--- src/rtl/fare_pkg.sv ---
// rtl/fare_pkg.sv - shared types, default fare-table geometry and line helpers
// Line geometry is a packed vector of 8-bit first-station numbers, line 0 in the low byte.
package fare_pkg;

  typedef enum logic [2:0] {IDLE, CHECK, CALC, READ, DONE} state_t;

  localparam int MAX_LINES          = 16;
  localparam int DEF_N_LINES        = 4;
  localparam int DEF_STATIONS_TOTAL = 100;
  localparam logic [DEF_N_LINES*8-1:0] DEF_LINE_BASE = {8'd82, 8'd53, 8'd27, 8'd0};

  function automatic int line_base(input logic [MAX_LINES*8-1:0] base, input int i);
    return int'(base[i*8 +: 8]);
  endfunction

  // The last line runs up to the end of the global station range.
  function automatic int line_len(input logic [MAX_LINES*8-1:0] base, input int n_lines,
                                  input int total, input int i);
    if (i >= n_lines - 1) return total - line_base(base, i);
    return line_base(base, i + 1) - line_base(base, i);
  endfunction

endpackage

--- src/rtl/fare_lookup_if.sv ---
// rtl/fare_lookup_if.sv - journey request / fare response handshake bundle
// The selection FSM is the master; the lookup engine is the slave.
interface fare_lookup_if #(
  parameter int LINE_W    = 2,
  parameter int STATION_W = 7,
  parameter int PRICE_W   = 4
);
  logic                 req_valid;
  logic                 req_ready;
  logic [LINE_W-1:0]    start_line;
  logic [STATION_W-1:0] start_stn;
  logic [LINE_W-1:0]    end_line;
  logic [STATION_W-1:0] end_stn;
  logic                 resp_valid;
  logic                 resp_ready;
  logic [PRICE_W-1:0]   resp_price;
  logic                 resp_err;

  modport master (
    output req_valid, start_line, start_stn, end_line, end_stn, resp_ready,
    input  req_ready, resp_valid, resp_price, resp_err
  );

  modport slave (
    input  req_valid, start_line, start_stn, end_line, end_stn, resp_ready,
    output req_ready, resp_valid, resp_price, resp_err
  );
endinterface

--- src/rtl/fare_index_calc.sv ---
// rtl/fare_index_calc.sv - range check, global station numbers and flat table index
// check_en_i registers err/same/from/to; load_i then registers from*STATIONS_TOTAL+to.
module fare_index_calc
  import fare_pkg::*;
#(
  parameter int                     N_LINES        = DEF_N_LINES,
  parameter int                     STATIONS_TOTAL = DEF_STATIONS_TOTAL,
  parameter logic [N_LINES*8-1:0]   LINE_BASE      = DEF_LINE_BASE,
  parameter int                     LINE_W         = 2,
  parameter int                     STATION_W      = 7,
  parameter int                     ADDR_W         = 19
) (
  input  logic                 clk,
  input  logic                 rst_n,
  input  logic                 check_en_i,
  input  logic                 load_i,
  input  logic [LINE_W-1:0]    sl_i,
  input  logic [STATION_W-1:0] ss_i,
  input  logic [LINE_W-1:0]    el_i,
  input  logic [STATION_W-1:0] es_i,
  output logic                 err_o,
  output logic                 same_o,
  output logic [ADDR_W-1:0]    addr_o
);

  localparam logic [MAX_LINES*8-1:0] BASE_EXT = (MAX_LINES*8)'(LINE_BASE);

  logic              s_line_ok, e_line_ok, err_d, same_d;
  logic [ADDR_W-1:0] from_d, to_d;
  logic              err_q, same_q;
  logic [ADDR_W-1:0] from_q, to_q, addr_q;

  // Line lengths and bases are only looked up once the line number is known valid.
  always_comb begin
    s_line_ok = 32'(sl_i) < 32'(N_LINES);
    e_line_ok = 32'(el_i) < 32'(N_LINES);
    err_d     = 1'b1;
    from_d    = '0;
    to_d      = '0;
    if (s_line_ok && e_line_ok) begin
      err_d  = (32'(ss_i) >= line_len(BASE_EXT, N_LINES, STATIONS_TOTAL, 32'(sl_i)))
            || (32'(es_i) >= line_len(BASE_EXT, N_LINES, STATIONS_TOTAL, 32'(el_i)));
      from_d = ADDR_W'(line_base(BASE_EXT, 32'(sl_i)) + 32'(ss_i));
      to_d   = ADDR_W'(line_base(BASE_EXT, 32'(el_i)) + 32'(es_i));
    end
    same_d = !err_d && (from_d == to_d);
  end

  always_ff @(posedge clk or negedge rst_n) begin
    if (!rst_n) begin
      err_q  <= 1'b0;
      same_q <= 1'b0;
      from_q <= '0;
      to_q   <= '0;
      addr_q <= '0;
    end else begin
      if (check_en_i) begin
        err_q  <= err_d;
        same_q <= same_d;
        from_q <= from_d;
        to_q   <= to_d;
      end
      if (load_i) addr_q <= from_q * ADDR_W'(STATIONS_TOTAL) + to_q;
    end
  end

  assign err_o  = err_q;
  assign same_o = same_q;
  assign addr_o = addr_q;

endmodule

--- src/rtl/fare_lookup.sv ---
// rtl/fare_lookup.sv - fare-table lookup engine between selection FSM and price BRAM
// One request in flight; BRAM port A lives outside and is read once per valid journey.
module fare_lookup
  import fare_pkg::*;
#(
  parameter int                   N_LINES        = DEF_N_LINES,
  parameter int                   STATIONS_TOTAL = DEF_STATIONS_TOTAL,
  parameter logic [N_LINES*8-1:0] LINE_BASE      = DEF_LINE_BASE,
  parameter int                   STATION_W      = 7,
  parameter int                   ADDR_W         = 19,
  parameter int                   PRICE_W        = 4,
  parameter int                   RAM_LAT        = 1
) (
  input  logic                clk,
  input  logic                rst_n,
  fare_lookup_if.slave        bus,
  output logic                ram_en,
  output logic [ADDR_W-1:0]   ram_addr,
  input  logic [PRICE_W-1:0]  ram_dout
);

  localparam int LINE_W = (N_LINES > 1) ? $clog2(N_LINES) : 1;

  state_t               state_q, state_d;
  logic [1:0]           lat_cnt_q, lat_cnt_d;
  logic [PRICE_W-1:0]   price_q, price_d;
  logic                 rerr_q, rerr_d;
  logic                 ram_en_q, ram_en_d;
  logic [LINE_W-1:0]    sl_q, el_q;
  logic [STATION_W-1:0] ss_q, es_q;
  logic                 check_en, load_addr, idx_err, idx_same;

  fare_index_calc #(
    .N_LINES(N_LINES), .STATIONS_TOTAL(STATIONS_TOTAL), .LINE_BASE(LINE_BASE),
    .LINE_W(LINE_W), .STATION_W(STATION_W), .ADDR_W(ADDR_W)
  ) u_index (
    .clk(clk), .rst_n(rst_n), .check_en_i(check_en), .load_i(load_addr),
    .sl_i(sl_q), .ss_i(ss_q), .el_i(el_q), .es_i(es_q),
    .err_o(idx_err), .same_o(idx_same), .addr_o(ram_addr)
  );

  always_comb begin
    state_d   = state_q;
    lat_cnt_d = lat_cnt_q;
    price_d   = price_q;
    rerr_d    = rerr_q;
    ram_en_d  = 1'b0;
    check_en  = 1'b0;
    load_addr = 1'b0;
    case (state_q)
      IDLE:  if (bus.req_valid) state_d = CHECK;
      CHECK: begin
        check_en = 1'b1;
        state_d  = CALC;
      end
      // Error and same-station results leave here without touching the RAM.
      CALC: begin
        if (idx_err || idx_same) begin
          price_d = '0;
          rerr_d  = idx_err;
          state_d = DONE;
        end else begin
          load_addr = 1'b1;
          ram_en_d  = 1'b1;
          lat_cnt_d = '0;
          state_d   = READ;
        end
      end
      READ: begin
        if (lat_cnt_q == 2'(RAM_LAT)) begin
          price_d = ram_dout;
          rerr_d  = 1'b0;
          state_d = DONE;
        end else begin
          lat_cnt_d = lat_cnt_q + 2'd1;
        end
      end
      DONE:    if (bus.resp_ready) state_d = IDLE;
      default: state_d = IDLE;
    endcase
  end

  always_ff @(posedge clk or negedge rst_n) begin
    if (!rst_n) begin
      state_q   <= IDLE;
      lat_cnt_q <= '0;
      price_q   <= '0;
      rerr_q    <= 1'b0;
      ram_en_q  <= 1'b0;
      sl_q      <= '0;
      ss_q      <= '0;
      el_q      <= '0;
      es_q      <= '0;
    end else begin
      state_q   <= state_d;
      lat_cnt_q <= lat_cnt_d;
      price_q   <= price_d;
      rerr_q    <= rerr_d;
      ram_en_q  <= ram_en_d;
      if (state_q == IDLE && bus.req_valid) begin
        sl_q <= bus.start_line;
        ss_q <= bus.start_stn;
        el_q <= bus.end_line;
        es_q <= bus.end_stn;
      end
    end
  end

  assign bus.req_ready  = (state_q == IDLE);
  assign bus.resp_valid = (state_q == DONE);
  assign bus.resp_price = price_q;
  assign bus.resp_err   = rerr_q;
  assign ram_en         = ram_en_q;

endmodule
--- src/flat_wrapper.sv ---
// flat-port wrapper written by rule: the top's interface ports become plain ports
module fare_lookup_flat import fare_pkg::*;
#(
  parameter int                   N_LINES        = DEF_N_LINES,
  parameter int                   STATIONS_TOTAL = DEF_STATIONS_TOTAL,
  parameter logic [N_LINES*8-1:0] LINE_BASE      = DEF_LINE_BASE,
  parameter int                   STATION_W      = 7,
  parameter int                   ADDR_W         = 19,
  parameter int                   PRICE_W        = 4,
  parameter int                   RAM_LAT        = 1
)
  (clk, rst_n, ram_en, ram_addr, ram_dout, bus_req_valid, bus_start_line, bus_start_stn, bus_end_line, bus_end_stn, bus_resp_ready, bus_req_ready, bus_resp_valid, bus_resp_price, bus_resp_err);
  fare_lookup_if #(.STATION_W(STATION_W), .PRICE_W(PRICE_W)) bus_i ();
  input  logic clk;
  input  logic rst_n;
  output logic ram_en;
  output logic [ADDR_W-1:0] ram_addr;
  input  logic [PRICE_W-1:0] ram_dout;
  input wire logic [$bits(bus_i.req_valid)-1:0] bus_req_valid;
  input wire logic [$bits(bus_i.start_line)-1:0] bus_start_line;
  input wire logic [$bits(bus_i.start_stn)-1:0] bus_start_stn;
  input wire logic [$bits(bus_i.end_line)-1:0] bus_end_line;
  input wire logic [$bits(bus_i.end_stn)-1:0] bus_end_stn;
  input wire logic [$bits(bus_i.resp_ready)-1:0] bus_resp_ready;
  output wire logic [$bits(bus_i.req_ready)-1:0] bus_req_ready;
  output wire logic [$bits(bus_i.resp_valid)-1:0] bus_resp_valid;
  output wire logic [$bits(bus_i.resp_price)-1:0] bus_resp_price;
  output wire logic [$bits(bus_i.resp_err)-1:0] bus_resp_err;
  assign bus_i.req_valid = bus_req_valid;
  assign bus_i.start_line = bus_start_line;
  assign bus_i.start_stn = bus_start_stn;
  assign bus_i.end_line = bus_end_line;
  assign bus_i.end_stn = bus_end_stn;
  assign bus_i.resp_ready = bus_resp_ready;
  assign bus_req_ready = bus_i.req_ready;
  assign bus_resp_valid = bus_i.resp_valid;
  assign bus_resp_price = bus_i.resp_price;
  assign bus_resp_err = bus_i.resp_err;
  fare_lookup #(.N_LINES(N_LINES), .STATIONS_TOTAL(STATIONS_TOTAL), .LINE_BASE(LINE_BASE), .STATION_W(STATION_W), .ADDR_W(ADDR_W), .PRICE_W(PRICE_W), .RAM_LAT(RAM_LAT)) u_core (.clk(clk), .rst_n(rst_n), .bus(bus_i), .ram_en(ram_en), .ram_addr(ram_addr), .ram_dout(ram_dout));
endmodule
--- config.mk ---
export PLATFORM = sky130hd
export DESIGN_NAME = fare_lookup_flat
export DESIGN_NICKNAME = d
export VERILOG_FILES = /design/src/rtl/fare_pkg.sv /design/src/rtl/fare_lookup_if.sv /design/src/rtl/fare_index_calc.sv /design/src/rtl/fare_lookup.sv /design/src/flat_wrapper.sv
export SDC_FILE = /design/constraint.sdc
export NUM_CORES = 1
export LEC_CHECK = 0
export ABC_AREA = 0
export BUFFER_PORTS_ARGS = -buffer_cell sky130_fd_sc_hd__buf_2
export CORE_UTILIZATION = 55
export DETAILED_ROUTE_END_ITERATION = 10
export PLACE_DENSITY = 0.76
export SLEW_MARGIN = 25
export SYNTH_ARGS = -nofsm -noshare
export SYNTH_HDL_FRONTEND = slang
export SYNTH_SLANG_ARGS = --single-unit
--- constraint.sdc ---
create_clock -name clk -period 7.74 [get_ports clk]
set_input_delay 1.548 -clock clk [delete_from_list [all_inputs] [get_ports clk]]
set_output_delay 1.548 -clock clk [all_outputs]
set_load 0.05 [all_outputs]
Word level (Yosys, flattened, before mapping)
Cells that the tools add are included.
Word-level totals
  bits in registers: 88
  output and inout port bits: 27
Cells by class
  $mul: 1
  muxes and demuxes: 23
  order comparisons: 4
  reductions and logical operators: 10
  add/subtract/negate cells: 10
  shifts and indexed selects: 4
  equal/unequal tests: 12
Operator list (count)
  variable part select 128 x 6 -> 8 bit, first input constant: 2
  variable part select 128 x 7 -> 8 bit, first input constant: 2
  2-to-1 mux 32 bit: 4
  greater-or-equal comparator 7 x 32 -> 1 bit: 2
  adder 19 bit: 1
  multiplier 19 x 5 -> 17 bit, second input constant: 1
  adder 8 x 7 -> 9 bit: 2
  subtractor 7 x 8 -> 9 bit, first input constant: 2
  subtractor 8 x 8 -> 9 bit: 2
  case mux 3 bit (5 select lines): 1
  2-to-1 mux 3 bit: 4
  == test 9 bit: 1
  AND reduction 3 bit: 3
  2-to-1 mux 4 bit: 2
  != test 2 bit, second input constant: 4
  case mux 4 bit (2 select lines): 1
  2-to-1 mux 1 bit: 7
  adder 2 x 1 -> 3 bit, second input constant: 2
  == test 3 x 2 -> 1 bit, second input constant: 2
  greater-or-equal comparator 2 bit, second input constant: 2
  2-to-1 mux 2 bit: 2
  != test 2 x 1 -> 1 bit, second input constant: 2
  case mux 2 bit (2 select lines): 1
  == test 3 x 1 -> 1 bit, second input constant: 1
  other kinds (9): 11

Longest topological paths before layout
Gate-level depths: netlist of run 1.
  word-level depth: 8
  gate-level depth with buffers: 13
  depth with buffers taken out: 13

Cells and area by module
From an unflattened synthesis of run 1, not the netlist that was laid out.
Second synthesis, totals
  cell total of the unflattened synthesis: 419
  area total of the unflattened synthesis: 4595.7 sq um
By module, submodules not included
  fare_index_calc: area each 3364.5 sq um, cells each 335, instances 1, sequential area each 875.8 sq um
  fare_lookup: area each 1231.2 sq um, cells each 84, instances 1, sequential area each 725.7 sq um

Least setup slack after synthesis of run 1
OpenSTA, ideal clock, no wires.
  path type: reg-to-reg
  start: reg u_core.u_index.from_q[3]
  end: reg u_core.u_index.addr_q[15], in the netlist u_core.u_index.addr_o[15]
  data required time: 7.673 ns
  stages on the path, launching flop included: 14
  slack: 4.319 ns
  arrival time: 3.353 ns
  cells stage by stage: dfrtp_1 > ha_1 > ha_1 > inv_1 > fa_1 > inv_1 > ha_1 > a21o_1 > a21oi_2 > a21oi_2 > nand4b_2 > or3_4 > o41a_1 > nand2_1
Between the ends
  word-level cells in the longest chain between the ends: 2
Ends and longest elaborated chain
  start: declaration: RTL line fare_index_calc.sv:31  | logic [ADDR_W-1:0] from_q, to_q, addr_q;
  start signal: assignment: RTL line fare_index_calc.sv:60  | from_q <= from_d;
  multiplier 19 x 5 -> 17 bit: RTL line fare_index_calc.sv:63  | if (load_i) addr_q <= from_q * ADDR_W'(STATIONS_TOTAL) + to_q;
  adder 19 bit: RTL line fare_index_calc.sv:63
  end signal: assignment: RTL line fare_index_calc.sv:63
  end: declaration: RTL line fare_index_calc.sv:31
Every way passes these cells.
A chain may end at the register's enable or synchronous reset.

Final worst setup path of run 1
  start: reg u_core.u_index.from_q[2]
  end: reg u_core.u_index.addr_q[15], in the netlist u_core.u_index.addr_o[15]
The elaborated chain is that of the path after synthesis.

==> metrics.md, run 1 <==
| Metric | Value |
|---|---|
| Critical path type | `reg2reg` |
| Initial antenna violation count | `0` |
| CP required | `8020 ps` |
| Mux share of post-synthesis cell area | `0.05962` |
| Status | `finished, final reports clean` |
| Cells after synthesis | `448` |
| CP arrival | `3930 ps` |
| Reg2Reg Depth | `10` |
| Wirelength per Cell | `14.06 µm` |
| Fillcell total | `686` |
| Syn Area/Cell | `10.07 µm²` |
| Fin nets | `608` |
| Hold Path Origin | `u_core.u_index.addr_o[13]` |
| Crit-path max FO | `4` |
| Ys async rst share | `1.000` |
| Main synth FF type | `dfrtp_1` |
| TritonCTS clock tree | `done` |
| Vias per std cell | `5.344` |
| Top Family by Delay on Critical Path | `adder cells` |
| Die Width | `92.57 µm` |
| PortBufs | `50` |
| HPWL Detailed | `6753 µm` |
| Fin. max-slew vios | `0` |
| TNS Setup | `0 ps` |
| GP Congestion | `0.9002` |
| Post-layout min period | `3649 ps` |
| Largest family of logic cells by synthesized area | `adder cells` |
| Via count | `3,265` |
| FMAX | `274.1 MHz` |
| Worst path bufs/invs | `0` |
| # diodes | `0` |
| Io pins | `53` |
| Commonest non-fill, non-tap cell in the layout | `ha_1` |
| Drt pass-1 iters | `4` |
| Area taken by multi-input logic gates | `2751 µm²` |
| Hold Path Cell Cnt | `2` |
| Vias in the first global route | `3,261` |
| Crit path capture type | `register` |
| Synthesized flop and latch total | `64` |
| Yosys cell types | `53` |
| Post-Synth XOR/XNOR Area | `0.06545` |
| Synthesized cell area | `4512 µm²` |
| Clk sinks | `64` |
| Core area | `7848 µm²` |
| Share of cells above drive strength 1 | `0.2043` |
| Tcrit/Tclk final | `0.4714` |
| CTS Buffer Depth | `2` |
| Largest net degree at the start of global routing | `65` |
| First DRT Iteration DRCs | `113` |
| # rows | `32` |
| Max-cap viol count | `0` |
| Post-CTS Hold Fix Bufs | `0` |
| Synth warn | `0` |
| Setup violators final | `0` |
| DRC viols | `0` |
| First-pass GRT wire length | `14,950 µm` |
| Post-synthesis sequential area ratio | `0.3550` |
| Simple-Gate Fraction of Synth Area | `0.1073` |
| Reg-to-reg endpoint | `u_core.u_index.addr_o[15]` |
| Worst Clk Skew | `9.013 ps` |
| Crit path top cell by count | `ha_1` |
| Wirelength, routed | `8589 µm` |
| CP startpoint kind | `register` |
| RSZ-0062 raised after global routing | `false` |
| Worst Tran Pin Value | `900.2 ps` |
| Compound-Gate Fraction of Synth Area | `0.1478` |
| Hold Path End | `u_core.u_index.addr_o[13]` |
| CTS root buf | `clkbuf_8` |
| Most frequent cells in the layout | `72 x ha_1, 64 x dfrtp_1, 50 x buf_2, 48 x nand2_1, 39 x o21ai_0` |
| Area growth, synth to finish | `11.76%` |
| H-tree depth | `3` |
| Worst-path cell chain | `ha_1, ha_1, fa_1, ha_1, a21oi_1, mux2i_1, nand4b_2, or3_4, o41a_1, nand2_1` |
| Worst hold path type | `reg2reg` |
| Slew HR | `0.3984` |
| Post-cts resize count | `0` |
| Die height | `92.57 µm` |
| Reg clk slew, reported paths | `70 ps` |
| Slowest cell on crit path | `fa_1` |
| Register Area | `1602 µm²` |
| Flop2flop setup slack | `4090 ps` |
| Post-CTS Setup Bufs | `0` |
| Hold Vio Cnt, Final | `0` |
| Worst r2r src | `u_core.u_index.from_q[2]` |
| Die area | `8569 µm²` |
| EDFF count, synth | `0` |
| GRT Total Usage | `0.2203` |
| Grt ovf | `0` |
| CP peak stage delay | `470 ps` |
| Clock latency on the worst-skew pair | `350 ps` |
| ANT nets after route | `0` |
| Post-synthesis adder-cell area fraction | `0.2263` |
| Initial Utilization | `0.5749` |
| TritonCTS Buffers | `9` |
## through the flow
step / hold WS, ps / cell area [µm²] / utilization / std cells / setup WS (ps)
finish: 475.6 / 5042 / 0.6425 / 611 / 4091
global route: 516.8 / 5042 / 0.6425 / 611 / 3924
CTS: 481.6 / 5042 / 0.6425 / 611 / 4091
detailed placement: 463.7 / 4870 / 0.6205 / 595 / 4114
global placement: 455.1 / 4870 / 0.6205 / 595 / 4216
floorplan: 433.1 / 4523 / - / 451 / 4319
## kinds of logic after synthesis
group                      count (synthesis)
AOI/OAI and AO/OA                        103
other                                      1
muxes                                     24
xor gates and xnor gates                  32
buffers and inverters                     43
DFF                                       64
adders and majority gates                 78
and+or+nand+nor                          103
## metal layers
| layer | up-vias | track usage | wire [µm] |
|---|---|---|---|
| met1 | 1528 | 0.2783 | 3925 |
| met2 | 59 | 0.3772 | 4255 |
| li1 | 1665 | - | - |
| met3 | 13 | 0.04598 | 270 |
| met5 | - | 0 | 0 |
| met4 | 0 | 0.06771 | 138 |
## final cells by class
cell class	count	area share
inverter	33	0.02457
multi-input combinational	344	0.5457
clock buffer	10	0.02730
tap	102	0.02531
sequential	64	0.3176
clock inverter	6	0.006948
timing repair buffer	52	0.05261
## tightest hold or removal path: stages, from the launching register on
cell	delay (ps)
dfrtp_1	340
nand2_1	40
o21ai_0	60
## registers in the layout (all words and copies together) (netlist names)
| register | flops |
|---|---|
| u_core.lat_cnt_q | 2 |
| u_core.bus.resp_err | 1 |
| u_core.u_index.to_q | 8 |
| u_core.u_index.from_q | 8 |
| u_core.el_q | 2 |
| u_core.u_index.err_o | 1 |
| u_core.u_index.same_o | 1 |
| u_core.ram_en | 1 |
| u_core.sl_q | 2 |
| u_core.bus.resp_price | 4 |
| u_core.state_q | 3 |
| u_core.es_q | 7 |
| u_core.ss_q | 7 |
| u_core.u_index.addr_o | 17 |
## how the worst max path moves through the flow
stage                                         from  cells after the start                         to  slack [ps]
after floorplan           u_core.u_index.from_q[3]                     13  u_core.u_index.addr_o[15]        4320
after global routing      u_core.u_index.from_q[3]                     13  u_core.u_index.addr_o[15]        3920
after CTS                 u_core.u_index.from_q[2]                     10  u_core.u_index.addr_o[15]        4090
after global placement    u_core.u_index.from_q[3]                     13  u_core.u_index.addr_o[15]        4220
final                     u_core.u_index.from_q[2]                     10  u_core.u_index.addr_o[15]        4090
after detailed placement  u_core.u_index.from_q[3]                     13  u_core.u_index.addr_o[15]        4110
## cell usage after synthesis (2+ instances only)
cell / n / area (µm²)
o21a_1: 4 / 30.03
ha_1: 72 / 900.9
o21ai_0: 39 / 195.2
a21oi_1: 14 / 70.07
and2_1: 2 / 12.51
a32o_1: 2 / 20.02
o21bai_1: 5 / 37.54
o21ai_1: 2 / 10.01
a211oi_1: 7 / 52.55
fa_1: 6 / 120.1
nor2b_1: 3 / 18.77
xnor2_1: 18 / 157.7
buf_4: 2 / 15.01
o2bb2ai_1: 2 / 17.52
clkbuf_1: 7 / 26.28
nand2b_1: 7 / 43.79
o31ai_1: 2 / 15.01
mux2_2: 23 / 259.0
nand2_1: 48 / 180.2
nor3_1: 6 / 30.03
nand4_1: 2 / 12.51
a21o_1: 13 / 97.59
nor2_1: 19 / 71.32
inv_1: 32 / 120.1
dfrtp_1: 64 / 1602
a31oi_1: 2 / 12.51
nor4_1: 2 / 12.51
xor2_1: 12 / 105.1
a21oi_2: 2 / 17.52
nand3_1: 6 / 30.03
Power of run 1 is left out: the tool's default activity adds up to more than one toggle a clock period on the data nets, which glitch-free logic cannot reach.
==> run 2, diff against run 1 <==
==> constraint.sdc (replaced) <==
create_clock -name clk -period 3.6 [get_ports clk]
set_input_delay 0.72 -clock clk [delete_from_list [all_inputs] [get_ports clk]]
set_output_delay 0.72 -clock clk [all_outputs]
set_load 0.05 [all_outputs]
==> run 2 against run 1 <==
Net effect:
- sequential share of layout area fell by 0.83 points
- critical path depth rose by 2
- first-iteration DRC count rose by 21%
- critical path type unchanged
- critical endpoint unchanged
- largest cell class unchanged
==> metrics.md, run 2 (synthesized netlist as in run 1, its figures left out) <==
| Metric | Value |
|---|---|
| Die height | `92.57 µm` |
| Reg-to-reg endpoint | `u_core.u_index.addr_o[15]` |
| Critical path type | `reg2reg` |
| Die area | `8569 µm²` |
| Reg clk slew, reported paths | `70 ps` |
| GP Congestion | `0.8238` |
| Wirelength per Cell | `14.34 µm` |
| Grt ovf | `0` |
| CP startpoint kind | `register` |
| # diodes | `0` |
| Worst Tran Pin Value | `889.6 ps` |
| Worst r2r src | `u_core.u_index.from_q[1]` |
| Initial Utilization | `0.5749` |
| FMAX | `285.1 MHz` |
| CP arrival | `3800 ps` |
| HPWL Detailed | `6549 µm` |
| Slowest cell on crit path | `dfrtp_2` |
| Status | `finished, final reports clean` |
| Post-layout min period | `3508 ps` |
| Max-cap viol count | `0` |
| Most frequent cells in the layout | `70 x ha_1, 63 x dfrtp_1, 49 x buf_2, 48 x nand2_1, 39 x o21ai_0` |
| CTS Buffer Depth | `2` |
| Worst-path cell chain | `ha_1, ha_1, ha_1, inv_1, fa_2, nand2b_2, a21oi_4, xor2_2, nand4b_4, or3_4, o41a_1, nand2_1` |
| First DRT Iteration DRCs | `137` |
| Reg2Reg Depth | `12` |
| Placed cell areas | `4877 µm²` |
| Area growth, synth to finish | `14.86%` |
| Commonest non-fill, non-tap cell in the layout | `ha_1` |
| Hold Vio Cnt, Final | `0` |
| CP required | `3890 ps` |
| Tcrit/Tclk final | `0.9743` |
| Vias in the first global route | `3,345` |
| Io pins | `53` |
| First-pass GRT wire length | `14,740 µm` |
| Flop2flop setup slack | `90 ps` |
| Via count | `3,353` |
| Post-CTS Hold Fix Bufs | `0` |
| Largest net degree at the start of global routing | `44` |
| Drt pass-1 iters | `5` |
| ANT nets after route | `0` |
| Share of cells above drive strength 1 | `0.2227` |
| Max FFs per register | `17` |
| Crit path capture type | `register` |
| Worst path bufs/invs | `1` |
| Crit-path max FO | `5` |
| Wirelength, routed | `8807 µm` |
| Core area | `7848 µm²` |
| PortBufs | `50` |
| Clk sinks | `64` |
| # rows | `32` |
| TritonCTS Buffers | `9` |
| Die Width | `92.57 µm` |
| DRC viols | `0` |
| Clock latency on the worst-skew pair | `350 ps` |
| H-tree depth | `3` |
| Initial antenna violation count | `0` |
| Vias per std cell | `5.461` |
| Final instance area | `5182 µm²` |
| Crit path top cell by count | `ha_1` |
| Fin nets | `611` |
| CTS root buf | `clkbuf_8` |
| Top Family by Delay on Critical Path | `adder cells` |
| Worst Clk Skew | `3.728 ps` |
| CP peak stage delay | `450 ps` |
| TritonCTS clock tree | `done` |
| GRT Total Usage | `0.2189` |
| Slew HR | `0.4070` |
| Setup violators final | `0` |
| Fin. max-slew vios | `0` |
| Worst hold path type | `in2async` |
## run 2: timing repair
action,CTS,global route
pin swaps,0,3
setup endpoints to repair,1,3
setup buffers,0,2
resized for setup,2,12
## run 2: final cells by class
cell class	count	area (µm²)
clock inverters	6	66.31
flip-flops and latches	64	1603
inverters	33	123.9
multi-input cells	344	2834
well taps	102	127.6
clock buffers	10	137.6
repair buffers	55	290.3
fillers	627	2665
## run 2: worst max-delay path by stage
| stage | cells past startpoint | startpoint | to | slack (ps) |
|---|---|---|---|---|
| floorplan | 13 | u_core.u_index.from_q[3] | u_core.u_index.addr_o[15] | 180 |
| global placement | 13 | u_core.u_index.from_q[3] | u_core.u_index.addr_o[15] | 70 |
| detailed placement | 10 | u_core.u_index.from_q[2] | u_core.u_index.addr_o[15] | 10 |
| CTS | 11 | u_core.u_index.from_q[2] | u_core.u_index.addr_o[15] | 8 |
| global route | 13 | u_core.u_index.from_q[3] | u_core.u_index.addr_o[15] | -60 |
| finish | 12 | u_core.u_index.from_q[1] | u_core.u_index.addr_o[15] | 90 |
## run 2: through the flow
step	setup TNS [ps]	hold slack [ps]	instances	setup slack [ps]	utilization
after CTS	0	482.9	612	8.053	0.6483
final	0	345.7	614	92.40	0.6604
after floorplan	0	424.4	451	179.4	-
after global placement	0	453.6	596	67.38	0.6215
after detailed placement	0	464.9	596	13.52	0.6215
after global routing	-94.64	389.2	614	-59.72	0.6604
## run 2: routing by layer
layer / up-vias / routed length (µm) / share of wire / GRT usage
met5: - / 0 / 0 / 0
met1: 1585 / 4039 / 0.46 / 0.2795
met3: 21 / 277 / 0.031 / 0.02874
li1: 1675 / - / - / -
met4: 0 / 189 / 0.021 / 0.09375
met2: 72 / 4301 / 0.49 / 0.3716
Power of run 2 is left out for the same reason.
==> run 3, diff against run 2 <==
--- a/config.mk
+++ b/config.mk
@@ -10,6 +10,7 @@
 export CORE_UTILIZATION = 55
 export DETAILED_ROUTE_END_ITERATION = 10
 export PLACE_DENSITY = 0.76
+export RECOVER_POWER = 100
 export SLEW_MARGIN = 25
 export SYNTH_ARGS = -nofsm -noshare
 export SYNTH_HDL_FRONTEND = slang
==> run 3 against run 2 <==
Net effect:
- the run now ends with max-capacitance violations, max-slew violations left
- final area fell by 0.82%
- global-route usage unchanged
- fmax shrank 0.47%
- clock-buffer cell count stayed put
- non-clock buffer count is the same
- critical path type unchanged
==> metrics.md, run 3 (synthesized netlist as in run 1, its figures left out) <==
| Metric | Value |
|---|---|
| Post-CTS Hold Fix Bufs | `0` |
| Commonest non-fill, non-tap cell in the layout | `ha_1` |
| Largest net degree at the start of global routing | `44` |
| Vias per std cell | `5.476` |
| Area growth, synth to finish | `13.92%` |
| Max-cap viol count | `1` |
| Fillcell total | `639` |
| Tcrit/Tclk final | `0.9790` |
| CTS Buffer Depth | `2` |
| Clk sinks | `64` |
| Fin nets | `611` |
| Fin. max-slew vios | `44` |
| Max FFs per register | `17` |
| Worst r2r src | `u_core.u_index.from_q[1]` |
| Wirelength per Cell | `14.36 µm` |
| TritonCTS Buffers | `9` |
| Worst hold path type | `reg2reg` |
| CP startpoint kind | `register` |
| Fin util | `0.6550` |
| CP required | `3890 ps` |
| Grt ovf | `0` |
| Wirelength, routed | `8819 µm` |
| DRC viols | `0` |
| # diodes | `0` |
| Status | `finished with violations` |
| H-tree depth | `3` |
| # rows | `32` |
| Placed Cells | `596` |
| Non-filler cells in the finished layout | `614` |
| Reg clk slew, reported paths | `70 ps` |
| Vias in the first global route | `3,345` |
| Hold Path Origin | `u_core.u_index.addr_o[10]` |
| Drt pass-1 iters | `4` |
| Crit-path max FO | `5` |
| Clock latency on the worst-skew pair | `350 ps` |
| Most frequent cells in the layout | `70 x ha_1, 64 x dfrtp_1, 48 x nand2_1, 39 x o21ai_0, 32 x inv_1` |
| Core area | `7848 µm²` |
| First DRT Iteration DRCs | `99` |
| TritonCTS clock tree | `done` |
| HPWL Detailed | `6549 µm` |
| Die Width | `92.57 µm` |
| First-pass GRT wire length | `14,740 µm` |
| Violated checks | `max-capacitance violations, max-slew violations` |
| Hold Vio Cnt, Final | `0` |
| GRT Total Usage | `0.2189` |
| GP Congestion | `0.8238` |
| Crit path capture type | `register` |
| Worst Tran Pin Value | `2274 ps` |
| CTS root buf | `clkbuf_8` |
| Setup violators final | `0` |
| Initial Utilization | `0.5749` |
| Critical path type | `reg2reg` |
| Hold_ws | `481.7 ps` |
| Die height | `92.57 µm` |
| CP arrival | `3810 ps` |
| Worst setup path startpoint | `u_core.u_index.from_q[1]` |
| Post-layout min period | `3524 ps` |
| ANT nets after route | `0` |
| Slew HR | `-0.5163` |
| Worst Clk Skew | `3.297 ps` |
| Share of cells above drive strength 1 | `0.1680` |
| PortBufs | `50` |
| Die area | `8569 µm²` |
| Via count | `3,362` |
| Initial antenna violation count | `0` |
| Io pins | `53` |
| FMAX | `283.7 MHz` |
run 3: changes by cell type in the layout (fill, tap and decap cells not counted), sizes merged:
cell    change
buf        -28
clkbuf     +28
run 3: path summary, 6_finish.rpt:
path / depth (start not counted) / slack, ps / end
worst max-delay path: 12 / 80 / u_core.u_index.addr_o[15]
worst min-delay path: 2 / 480 / u_core.u_index.addr_o[10]
worst max register to register: 12 / 80 / u_core.u_index.addr_o[15]
worst min register to register: 2 / 480 / u_core.u_index.addr_o[10]
max in group asynchronous: 2 / 1030 / u_core.u_index.from_q[7]
min in group asynchronous: 1 / 1040 / u_core.u_index.addr_o[14]
run 3: cell type report:
cell class | instances | area [µm²] | area share
multi-input cells | 344 | 2834 | 0.5514
flip-flops and latches | 64 | 1602 | 0.3116
repair buffers | 55 | 249.0 | 0.04844
clock inverters | 6 | 66.31 | 0.01290
well taps | 102 | 127.6 | 0.02483
inverters | 33 | 123.9 | 0.02410
clock buffers | 10 | 137.6 | 0.02678
run 3: metal layers:
metal  vias to the layer above  global-route usage  routed length, µm
met2                        77              0.3716               4295
met3                        20             0.02874                281
met1                      1587              0.2795               4059
met4                         0             0.09375                183
met5                         -                   0                  0
li1                       1678                   -                  -
run 3: stage by stage:
stage               worst slack, ps  cell area (µm²)  TNS [ps]
floorplan                     179.4             4523         0
global placement              67.38             4877         0
detailed placement            13.52             4877         0
CTS                           8.053             5087         0
global route                 -79.03             5140    -142.6
finish                        75.68             5140         0
run 3: timing repair:
| action | 4_1_cts | 5_1_grt |
|---|---|---|
| buffers inserted | 0 | 2 |
| endpoints found under the hold margin | 0 | 0 |
| pin swaps | 0 | 3 |
| setup endpoints to repair | 1 | 3 |
| gates resized for setup | 2 | 12 |
run 3: worst max-delay path, stage by stage, from the launching register on:
cell      delay, ps
dfrtp_1         440
ha_1            340
ha_1            300
ha_1            320
inv_1            70
fa_2            400
nand2b_2        240
a21oi_4         150
xor2_2          230
nand4b_4        140
or3_4           410
o41a_1          370
nand2_1          60
Power of run 3 is left out for the same reason.
